$ cat src/rtl/mem_pkg.sv
// Shared definitions for the MEM-stage load/store front end: funct3 codes,
// FSM state encoding, access sizes and default RAM placement.
package mem_pkg;

   localparam logic [31:0] BASE_ADDR_DEFAULT = 32'h0000_4000;
   localparam int unsigned ADDR_W_DEFAULT    = 14;

   localparam logic [2:0] F3_B  = 3'b000;
   localparam logic [2:0] F3_H  = 3'b001;
   localparam logic [2:0] F3_W  = 3'b010;
   localparam logic [2:0] F3_BU = 3'b100;
   localparam logic [2:0] F3_HU = 3'b101;

   typedef enum logic {
      ST_IDLE,
      ST_RMW_WR
   } state_e;

   typedef enum logic [1:0] {
      SZ_B = 2'd0,
      SZ_H = 2'd1,
      SZ_W = 2'd2
   } size_e;

   // Low two funct3 bits carry the access size for both signed and unsigned loads.
   function automatic size_e f3_size(input logic [2:0] f3);
      case (f3[1:0])
         2'b00:   return SZ_B;
         2'b01:   return SZ_H;
         default: return SZ_W;
      endcase
   endfunction

endpackage

$ cat src/rtl/mem_access_unit_if.sv
// Pipeline-side and DRAM-side signals of the load/store front end.
interface mem_access_unit_if;
   logic        req_i;
   logic        store_i;
   logic [2:0]  funct3_i;
   logic [31:0] addr_i;
   logic [31:0] wdata_i;
   logic [31:0] load_data_o;
   logic        stall_o;
   logic        fault_o;
   logic [31:0] dram_addr_o;
   logic        dram_we_o;
   logic [31:0] dram_wdata_o;
   logic [31:0] dram_rdata_i;

   modport slave (
      input  req_i, store_i, funct3_i, addr_i, wdata_i, dram_rdata_i,
      output load_data_o, stall_o, fault_o, dram_addr_o, dram_we_o, dram_wdata_o
   );

   modport master (
      output req_i, store_i, funct3_i, addr_i, wdata_i, dram_rdata_i,
      input  load_data_o, stall_o, fault_o, dram_addr_o, dram_we_o, dram_wdata_o
   );
endinterface

$ cat src/rtl/mem_access_unit_byte_lane_merge.sv
// Byte/halfword lane handling: merges new data into a word for stores, or
// (EXTRACT=1) pulls the addressed lane down to bit 0, zero-extended, for loads.
module byte_lane_merge
   import mem_pkg::*;
#(
   parameter bit EXTRACT = 1'b0
) (
   input  logic [31:0] old_word_i,
   input  logic [31:0] new_data_i,
   input  logic [1:0]  lane_i,
   input  size_e       size_i,
   output logic [31:0] word_o
);

   logic [31:0] byte_sh;
   logic [31:0] half_sh;

   assign byte_sh = old_word_i >> {lane_i, 3'b000};
   assign half_sh = old_word_i >> {lane_i[1], 4'b0000};

   always_comb begin
      word_o = old_word_i;
      if (EXTRACT) begin
         case (size_i)
            SZ_B:    word_o = {24'h0, byte_sh[7:0]};
            SZ_H:    word_o = {16'h0, half_sh[15:0]};
            default: word_o = old_word_i;
         endcase
      end else begin
         case (size_i)
            SZ_B:    word_o[{lane_i, 3'b000} +: 8]     = new_data_i[7:0];
            SZ_H:    word_o[{lane_i[1], 4'b0000} +: 16] = new_data_i[15:0];
            default: word_o = new_data_i;
         endcase
      end
   end

endmodule

$ cat src/rtl/mem_access_unit.sv
// MEM-stage load/store front end for a word-only RAM: lane extraction for loads,
// direct word stores, two-cycle read-modify-write for SB/SH, fault decode.
module mem_access_unit
   import mem_pkg::*;
#(
   parameter logic [31:0] BASE_ADDR = BASE_ADDR_DEFAULT,
   parameter int unsigned ADDR_W    = ADDR_W_DEFAULT
) (
   input  logic             clk_i,
   input  logic             rst_i,
   mem_access_unit_if.slave bus
);

   localparam logic [32:0] BASE_EXT = {1'b0, BASE_ADDR};
   localparam logic [32:0] LIMIT    = BASE_EXT + (33'd1 << (ADDR_W + 2));

   state_e      state_q, state_d;
   logic [31:0] addr_q, addr_d;
   logic [31:0] merged_q, merged_d;

   logic [31:0] word_addr;
   size_e       size;
   logic        illegal_f3, misaligned, out_of_range, bad_access;
   logic        idle_req, access_ok, in_rmw, sub_store, word_store;
   logic [31:0] merged_word, lane_raw, load_ext;

   assign word_addr = {bus.addr_i[31:2], 2'b00};
   assign size      = f3_size(bus.funct3_i);
   assign in_rmw    = (state_q == ST_RMW_WR);

   always_comb begin
      case (bus.funct3_i)
         F3_B, F3_H, F3_W: illegal_f3 = 1'b0;
         F3_BU, F3_HU:     illegal_f3 = bus.store_i;
         default:          illegal_f3 = 1'b1;
      endcase
      misaligned   = ((bus.funct3_i[1:0] == 2'b01) && bus.addr_i[0]) ||
                     ((bus.funct3_i == F3_W) && (bus.addr_i[1:0] != 2'b00));
      out_of_range = ({1'b0, bus.addr_i} < BASE_EXT) || ({1'b0, bus.addr_i} >= LIMIT);
      bad_access   = illegal_f3 || misaligned || out_of_range;
   end

   assign idle_req   = bus.req_i && !in_rmw;
   assign access_ok  = idle_req && !bad_access;
   assign sub_store  = access_ok && bus.store_i && (size != SZ_W);
   assign word_store = access_ok && bus.store_i && (size == SZ_W);

   byte_lane_merge #(.EXTRACT(1'b0)) u_merge (
      .old_word_i (bus.dram_rdata_i),
      .new_data_i (bus.wdata_i),
      .lane_i     (bus.addr_i[1:0]),
      .size_i     (size),
      .word_o     (merged_word)
   );

   byte_lane_merge #(.EXTRACT(1'b1)) u_extract (
      .old_word_i (bus.dram_rdata_i),
      .new_data_i ('0),
      .lane_i     (bus.addr_i[1:0]),
      .size_i     (size),
      .word_o     (lane_raw)
   );

   always_comb begin
      case (bus.funct3_i)
         F3_B:    load_ext = {{24{lane_raw[7]}}, lane_raw[7:0]};
         F3_H:    load_ext = {{16{lane_raw[15]}}, lane_raw[15:0]};
         default: load_ext = lane_raw;
      endcase
   end

   always_comb begin
      state_d  = state_q;
      addr_d   = addr_q;
      merged_d = merged_q;
      case (state_q)
         ST_IDLE: begin
            if (sub_store) begin
               state_d  = ST_RMW_WR;
               addr_d   = word_addr;
               merged_d = merged_word;
            end
         end
         default: state_d = ST_IDLE;
      endcase
   end

   always_ff @(posedge clk_i) begin
      if (rst_i) begin
         state_q  <= ST_IDLE;
         addr_q   <= '0;
         merged_q <= '0;
      end else begin
         state_q  <= state_d;
         addr_q   <= addr_d;
         merged_q <= merged_d;
      end
   end

   // Reset gates the strobes directly so a write pending in RMW_WR is dropped.
   assign bus.stall_o      = !rst_i && sub_store;
   assign bus.dram_we_o    = !rst_i && (in_rmw || word_store);
   assign bus.fault_o      = !rst_i && idle_req && bad_access;
   assign bus.dram_addr_o  = in_rmw ? addr_q : word_addr;
   assign bus.dram_wdata_o = in_rmw ? merged_q : bus.wdata_i;
   assign bus.load_data_o  = (access_ok && !bus.store_i) ? load_ext : '0;

endmodule

$ cat src/flat_wrapper.sv
// flat-port wrapper written by rule: the top's interface ports become plain ports
module mem_access_unit_flat import mem_pkg::*;
#(
   parameter logic [31:0] BASE_ADDR = BASE_ADDR_DEFAULT,
   parameter int unsigned ADDR_W    = ADDR_W_DEFAULT
)
  (clk_i, rst_i, bus_req_i, bus_store_i, bus_funct3_i, bus_addr_i, bus_wdata_i, bus_dram_rdata_i, bus_load_data_o, bus_stall_o, bus_fault_o, bus_dram_addr_o, bus_dram_we_o, bus_dram_wdata_o);
  mem_access_unit_if bus_i ();
  input  logic clk_i;
  input  logic rst_i;
  input wire logic [$bits(bus_i.req_i)-1:0] bus_req_i;
  input wire logic [$bits(bus_i.store_i)-1:0] bus_store_i;
  input wire logic [$bits(bus_i.funct3_i)-1:0] bus_funct3_i;
  input wire logic [$bits(bus_i.addr_i)-1:0] bus_addr_i;
  input wire logic [$bits(bus_i.wdata_i)-1:0] bus_wdata_i;
  input wire logic [$bits(bus_i.dram_rdata_i)-1:0] bus_dram_rdata_i;
  output wire logic [$bits(bus_i.load_data_o)-1:0] bus_load_data_o;
  output wire logic [$bits(bus_i.stall_o)-1:0] bus_stall_o;
  output wire logic [$bits(bus_i.fault_o)-1:0] bus_fault_o;
  output wire logic [$bits(bus_i.dram_addr_o)-1:0] bus_dram_addr_o;
  output wire logic [$bits(bus_i.dram_we_o)-1:0] bus_dram_we_o;
  output wire logic [$bits(bus_i.dram_wdata_o)-1:0] bus_dram_wdata_o;
  assign bus_i.req_i = bus_req_i;
  assign bus_i.store_i = bus_store_i;
  assign bus_i.funct3_i = bus_funct3_i;
  assign bus_i.addr_i = bus_addr_i;
  assign bus_i.wdata_i = bus_wdata_i;
  assign bus_i.dram_rdata_i = bus_dram_rdata_i;
  assign bus_load_data_o = bus_i.load_data_o;
  assign bus_stall_o = bus_i.stall_o;
  assign bus_fault_o = bus_i.fault_o;
  assign bus_dram_addr_o = bus_i.dram_addr_o;
  assign bus_dram_we_o = bus_i.dram_we_o;
  assign bus_dram_wdata_o = bus_i.dram_wdata_o;
  mem_access_unit #(.BASE_ADDR(BASE_ADDR), .ADDR_W(ADDR_W)) u_core (.clk_i(clk_i), .rst_i(rst_i), .bus(bus_i));
endmodule
$ cat config.mk
export PLATFORM = sky130hd
export DESIGN_NAME = mem_access_unit_flat
export DESIGN_NICKNAME = d
export VERILOG_FILES = /design/src/rtl/mem_pkg.sv /design/src/rtl/mem_access_unit_if.sv /design/src/rtl/mem_access_unit_byte_lane_merge.sv /design/src/rtl/mem_access_unit.sv /design/src/flat_wrapper.sv
export SDC_FILE = /design/constraint.sdc
export NUM_CORES = 1
export LEC_CHECK = 0
export CORE_ASPECT_RATIO = 0.9
export CORE_UTILIZATION = 35
export CTS_CLUSTER_DIAMETER = 50
export DETAILED_ROUTE_END_ITERATION = 16
export GPL_ROUTABILITY_DRIVEN = 0
export PLACE_DENSITY = 0.66
export SLEW_MARGIN = 20
export SYNTH_ARGS = -nofsm -noshare
export SYNTH_HDL_FRONTEND = slang
export SYNTH_HIERARCHICAL = 1
export SYNTH_SLANG_ARGS = --single-unit
$ cat constraint.sdc
create_clock -name clk_i -period 7.6 [get_ports clk_i]
set_input_delay 1.14 -clock clk_i [delete_from_list [all_inputs] [get_ports clk_i]]
set_output_delay 1.14 -clock clk_i [all_outputs]
set_load 0.02 [all_outputs]
==> results of run 1 <==
[logic make-up (layout without fill, tap and decap cells)]
group                    count (synthesis)  after routing  share of synthesized area
AO/OA/AOI/OAI                          218            218                     0.2992
AND/OR/NAND/NOR                        198            198                     0.2034
buffers and inverters                   94            238                    0.08160
multiplexers                            85             85                     0.1733
flip-flops                              63             63                     0.2304
adder cells (fa/ha/maj)                  5              5                    0.01143
other                                    1              2                  0.0006851
[synthesized netlist by cell type (2+ instances only)]
cell type and n:
mux2_2 78, dfxtp_1 63, a21oi_1 55, nand4_1 48, o31ai_1 47, clkbuf_1 44, nor2_1 35, a22o_1 32
and2_1 32, nand2_1 31, buf_2 21, a221o_1 19, nor3_1 18, a32oi_1 16, o21ai_0 14, inv_1 12
a22oi_1 8, o211ai_1 8, buf_6 7, mux2i_1 7, nor4_1 6, a221o_2 5, buf_1 5, ha_1 5
nor2b_1 5, buf_4 4, nor4bb_1 4, a22o_2 3, a32o_1 2, and3_1 2, and4_1 2, nand3_1 2
nor3_2 2, or3_1 2
[state kept, by name, summed over array words and instances (netlist names)]
register and flops:
u_core/merged_q 32, u_core/addr_q 30, u_core/in_rmw 1
[routing by layer]
layer  track usage  routed length [um]
met2        0.3782                9238
met4       0.05895                 173
met5             0                   0
met1        0.3494                9532
met3       0.06038                1773
[through the flow]
stage            util  setup WS [ns]  power (mW)  cell area, um2  hold WS (ns)
2_1_floorplan       -          2.917      0.4957            5478        0.4239
3_3_place_gp   0.4938          1.935      0.6282            7396        0.4375
3_5_place_dp   0.4938          1.836      0.6297            7396        0.4393
4_1_cts        0.5159          1.816       1.087            7726        0.4591
5_1_grt        0.5169          1.476       1.125            7741        0.4705
6_report       0.5169          1.760       1.084            7741        0.4554
[how the worst max path moves through the flow]
stage | endpoint | slack (ns) | cells after the start
2_1_floorplan | bus_load_data_o[21] | 2.92 | 9
3_3_place_gp | bus_load_data_o[29] | 1.94 | 7
3_5_place_dp | bus_load_data_o[23] | 1.84 | 7
4_1_cts | bus_load_data_o[23] | 1.82 | 10
5_1_grt | bus_load_data_o[30] | 1.48 | 7
6_report | bus_load_data_o[23] | 1.76 | 7
[layout make-up]
type / count / area, um2 / share of cell area
Clock inverter: 6 / 91.34 / 0.01180
Multi-Input combinational cell: 508 / 3795 / 0.4902
Inverter: 13 / 48.80 / 0.006304
Sequential cell: 63 / 1262 / 0.1631
Clock buffer: 10 / 239.0 / 0.03087
Tap cell: 198 / 247.7 / 0.03200
Timing Repair Buffer: 209 / 2057 / 0.2657
[power by group through the flow]
stage / clock network [mW] / registers, mW / logic [mW]
after detailed placement: 0 / 0.338 / 0.292
after global routing: 0.477 / 0.330 / 0.317
after floorplan: 0 / 0.338 / 0.158
after CTS: 0.462 / 0.330 / 0.294
final: 0.453 / 0.330 / 0.300
after global placement: 0 / 0.338 / 0.291
[placed cells by master, fill, tap and decap left out, types with 7 or more instances in the layout]
master and n:
clkdlybuf4s50_1 197, mux2_2 78, dfxtp_1 62, a21oi_1 55, nand4_1 48, o31ai_1 47, nor2_1 34, and2_1 32
a22o_1 32, nand2_1 31, a221o_1 19, nor3_1 18, a32oi_1 16, o21ai_0 14, inv_1 12, buf_4 10
clkbuf_16 9, a22oi_1 8, o211ai_1 8, mux2i_1 7
==> impl_metrics.csv, run 1 <==
group,metric,value,unit
critical_path,path_delay_family,"buffers and inverters",
pwr,pwr-share-clk,0.418,
drt,drc,0,
grt,antenna_found_initial,0,
cts,clock-sinks,63,
synthesis,synth_seq_cells,63,
place,io_buffers,199,
critical_path,r2r_end,"u_core/addr_q[17]",
drt,ant_nets,0,
synthesis,ys.flop_type,"dfxtp_1",
floorplanning,rows,42,
synthesis,async_flop_share,0,
cts,cts_resized,0,
grt,overflow,0,
grt,grt_max_degree,66,
floorplanning,core,14980,um2
pwr,p_switching,0.3167,mW
sta,setup_viol_count_final,0,
critical_path,critPathLaunchType,"input port",
critical_path,cp_cell_sequence,"clkdlybuf4s50_1 > a221o_1 > o41ai_4 > buf_4 > nand4_2 > nor3_1 > clkdlybuf4s50_1",
critical_path,r2r_cells,5,
pwr,switching_share,0.2922,
synthesis,synth-edff-count,0,
layout,drive_gt1_frac,0.1644,
cts,cts_hold_buf,0,
cts,tritoncts,"yes",
grt,grt_pass1_vias,5779,
pwr,ir_worst_vdd,0.00009937,V
sta,fin_crit,5.840,ns
cts,htreeDepth,3,
worst_hold_path,hold_depth,1,
pwr,sequentialPowerShare,0.305,
drt,vias,6171,
synthesis,synth_top_area_share,0.2304,
synthesis,synth_area_per_cell,8.244,um2
synthesis,yosysUniqueCellTypes,54,
sta,final_hold_viol_count,0,
sta,skew,0.005986,ns
critical_path,end_kind,"output pin",
critical_path,path_max_fanout,51,
sta,finalSetupTns,0,ns
critical_path,required,6.46,ns
sta,rsz0062_at_grt,"false",
grt,grt.total_usage,0.2487,
floorplanning,die_h,120.6,um
floorplanning,initial_core_util,0.3655,
critical_path,crit_start,"bus_funct3_i[0]",
synthesis,ys_seq_area_frac,0.2304,
cts,cts-root-buf,"clkbuf_16",
critical_path,crit_buf_inv,3,
cts,clock_latency,0.33,ns
critical_path,cpMaxStageDelayCell,"nand4_2",
synthesis,synth_area_leaders,"dfxtp_1 (23%), mux2_2 (16%), o31ai_1 (6.4%)",
drt,drt_wl_total,20720,um
floorplanning,die_area,16140,um2
critical_path,criticalPathCategory,"input port to output pin",
critical_path,r2r_setup_slack,5.13,ns
cts,postCtsSetupBuffers,0,
sta,fin_crit_sh,0.7684,
layout,antenna_cells,0,
floorplanning,pin_count,202,
critical_path,crit_arrival,4.70,ns
drt,drt_iter0_drc,683,
worst_hold_path,hold_end,"u_core/addr_q[19]",
cts,clk_pin_slew_worst_paths,0.05,ns
drt,routedWlPerCell,20.57,um
worst_hold_path,worst_hold_path_type,"flop to flop",
sta,max_freq,0.1712,GHz
layout,finalNonFillerCells,1007,
status,outcome,"complete, no violations",
cts,cts_made_buffers,9,
place,hpwl,14320,um
synthesis,synthCells,664,
sta,max_slew_margin,0.2409,
layout,final.fill_count,1390,
layout,nets,912,
drt,dr.pass1.iters,5,
pwr,pwr-share-comb,0.277,
worst_hold_path,min-delay-start,"u_core/addr_q[19]",
pwr,powerDensity,140.0,nW/um2
critical_path,slowest_delay,0.72,ns
sta,tightest_slew,1.136,ns
place,dp_cells,991,
critical_path,rr_startpoint,"u_core/in_rmw",
pwr,leakagePower,2.650,nW
layout,area_growth,41.42,%
sta,slew_viol_final,0,
job,maxCapViolCount,0,
synthesis,yosysTopAreaCell,"dfxtp_1",
grt,grt_first_pass_wirelength,31920,um
critical_path,cpMostUsedCell,"clkdlybuf4s50_1",
cts,clock_path_buffers,2,
drt,vias_per_cell,6.128,
synthesis,synth_warnings,6,
synthesis,syn_area,5474,um2
pwr,p_int,0.7670,mW
floorplanning,die_w,133.8,um
No activity file was read; power rests on OpenSTA's default activity.
==> inputs of run 2 (changes only) <==
PLACE_DENSITY = 0.68   (was 0.66)
clock period = 5.1 ns   (was 7.6 ns; I/O delays follow)
==> run 2 against run 1 <==
  * Clock skew is 0.0014 ns lower
  * Design area down 0.23%
  * Worst hold slack improved by 0.0072 ns
  * Worst setup slack worse by 1.3 ns
==> impl_metrics.csv, run 2 (synthesized netlist as in run 1, its figures left out) <==
group,metric,value,unit
sta,tightest_slew,1.175,ns
sta,max_slew_margin,0.2140,
floorplanning,die_w,133.8,um
cts,clk_pin_slew_worst_paths,0.06,ns
critical_path,required,4.34,ns
worst_hold_path,min-delay-start,"u_core/addr_q[21]",
sta,slew_viol_final,0,
cts,tritoncts,"yes",
drt,vias_per_cell,6.179,
sta,rsz0062_at_grt,"false",
critical_path,crit_arrival,3.84,ns
floorplanning,initial_core_util,0.3655,
drt,ant_nets,0,
job,maxCapViolCount,0,
worst_hold_path,worst_hold_path_type,"flop to flop",
pwr,pwr-share-clk,0.378,
grt,overflow,0,
layout,final-seq-area,1262,um2
pwr,pwr-share-comb,0.297,
layout,final.fill_count,1422,
pwr,powerDensity,196.0,nW/um2
layout,nets,919,
sta,max_freq,0.2170,GHz
cts,cts_resized,0,
critical_path,path_delay_family,"buffers and inverters",
layout,drive_gt1_frac,0.1679,
critical_path,slowest_delay,1.09,ns
critical_path,crit_buf_inv,3,
floorplanning,rows,42,
cts,clock-sinks,63,
sta,setup_viol_count_final,0,
sta,whs,0.4625,ns
drt,routedWlPerCell,20.64,um
pwr,ir_worst_vdd,0.0001525,V
cts,cts-root-buf,"clkbuf_16",
layout,multi_input_area,3781,um2
cts,postCtsSetupBuffers,0,
grt,grt_first_pass_wirelength,32200,um
drt,drt_iter0_drc,632,
drt,drc,0,
cts,htreeDepth,3,
floorplanning,pin_count,202,
pwr,switching_share,0.3186,
pwr,leakagePower,2.668,nW
layout,top_register,"u_core/merged_q",
place,io_buffers,199,
cts,cts_hold_buf,0,
sta,final_hold_viol_count,0,
layout,antenna_cells,0,
critical_path,criticalPathCategory,"input port to output pin",
grt,grt_pass1_vias,5893,
sta,finalSetupTns,0,ns
layout,layout_commonest_cell,"clkdlybuf4s50_1",
drt,dr.pass1.iters,6,
floorplanning,die_h,120.6,um
place,hpwl,14850,um
cts,clock_latency,0.34,ns
pwr,p_switching,0.4823,mW
grt,antenna_found_initial,0,
layout,largest_reg_flops,32,
critical_path,path_max_fanout,32,
grt,grt_max_degree,58,
critical_path,rr_startpoint,"u_core/in_rmw",
critical_path,crit_start,"bus_addr_i[0]",
layout,area_growth,41.10,%
grt,grt.total_usage,0.2525,
worst_hold_path,hold_depth,1,
drt,vias,6265,
critical_path,cpMostUsedCell,"clkdlybuf4s50_1",
critical_path,cpMaxStageDelayCell,"o41ai_4",
sta,fin_crit,4.609,ns
critical_path,cp_num_cells,6,
pwr,p_int,1.032,mW
sta,fin_crit_sh,0.9037,
critical_path,critPathLaunchType,"input port",
status,outcome,"complete, no violations",
critical_path,end_kind,"output pin",
sta,skew,0.004570,ns
floorplanning,die_area,16140,um2
critical_path,r2r_cells,5,
critical_path,cp_cell_sequence,"clkdlybuf4s50_1 > o41ai_4 > nand4_2 > buf_4 > nor3_1 > clkdlybuf4s50_1",
cts,clock_path_buffers,2,
floorplanning,core,14980,um2
drt,drt_wl_total,20930,um
layout,final_cell_mix,"clkdlybuf4s50_1 (197), mux2_2 (78), dfxtp_1 (62)",
pwr,sequentialPowerShare,0.325,
pwr,power,1.514,mW
cts,cts_made_buffers,9,
-- run 2: layer usage --
| metal | global-route usage | vias to the layer above | routed length, um |
|---|---|---|---|
| met5 | 0 | - | 0 |
| met4 | 0.09943 | 0 | 463 |
| met3 | 0.05744 | 45 | 2168 |
| met2 | 0.3815 | 389 | 9384 |
| met1 | 0.3449 | 2959 | 8917 |
| li1 | - | 2872 | - |
-- run 2: layout make-up --
type,count,area share
clock inverters,7,0.006318
flip-flops and latches,63,0.1635
inverters,13,0.006318
multi-input cells,508,0.4896
repair buffers,216,0.2731
well taps,198,0.03208
clock buffers,9,0.02916
-- run 2: worst reg2reg max path: stages (launching register included) --
cell      delay (ns)
dfxtp_2         0.90
nor4bb_1        0.21
and3_1          0.24
buf_4           0.28
a31oi_1         0.78
and2_1          0.23
-- run 2: worst paths after layout --
kind | endpoint | slack (ns)
min | u_core/addr_q[21] | 0.46
min reg2reg | u_core/addr_q[21] | 0.46
max reg2reg | u_core/addr_q[26] | 2.40
max | bus_load_data_o[19] | 0.49
-- run 2: power groups by stage --
stage | combinational [mW] | sequential (mW) | clock (mW)
2_1_floorplan | 0.236 | 0.503 | 0
3_3_place_gp | 0.435 | 0.503 | 0
3_5_place_dp | 0.440 | 0.503 | 0
4_1_cts | 0.443 | 0.492 | 0.584
5_1_grt | 0.474 | 0.492 | 0.607
6_report | 0.449 | 0.492 | 0.572
-- run 2: stage by stage --
stage	setup WS, ns	std cells	cell area [um2]	utilization
4_1_cts	0.5681	1014	7721	0.5155
3_3_place_gp	0.6807	998	7447	0.4972
3_5_place_dp	0.5745	998	7447	0.4972
5_1_grt	0.3554	1014	7724	0.5157
6_report	0.4910	1014	7724	0.5157
2_1_floorplan	1.167	665	5478	-
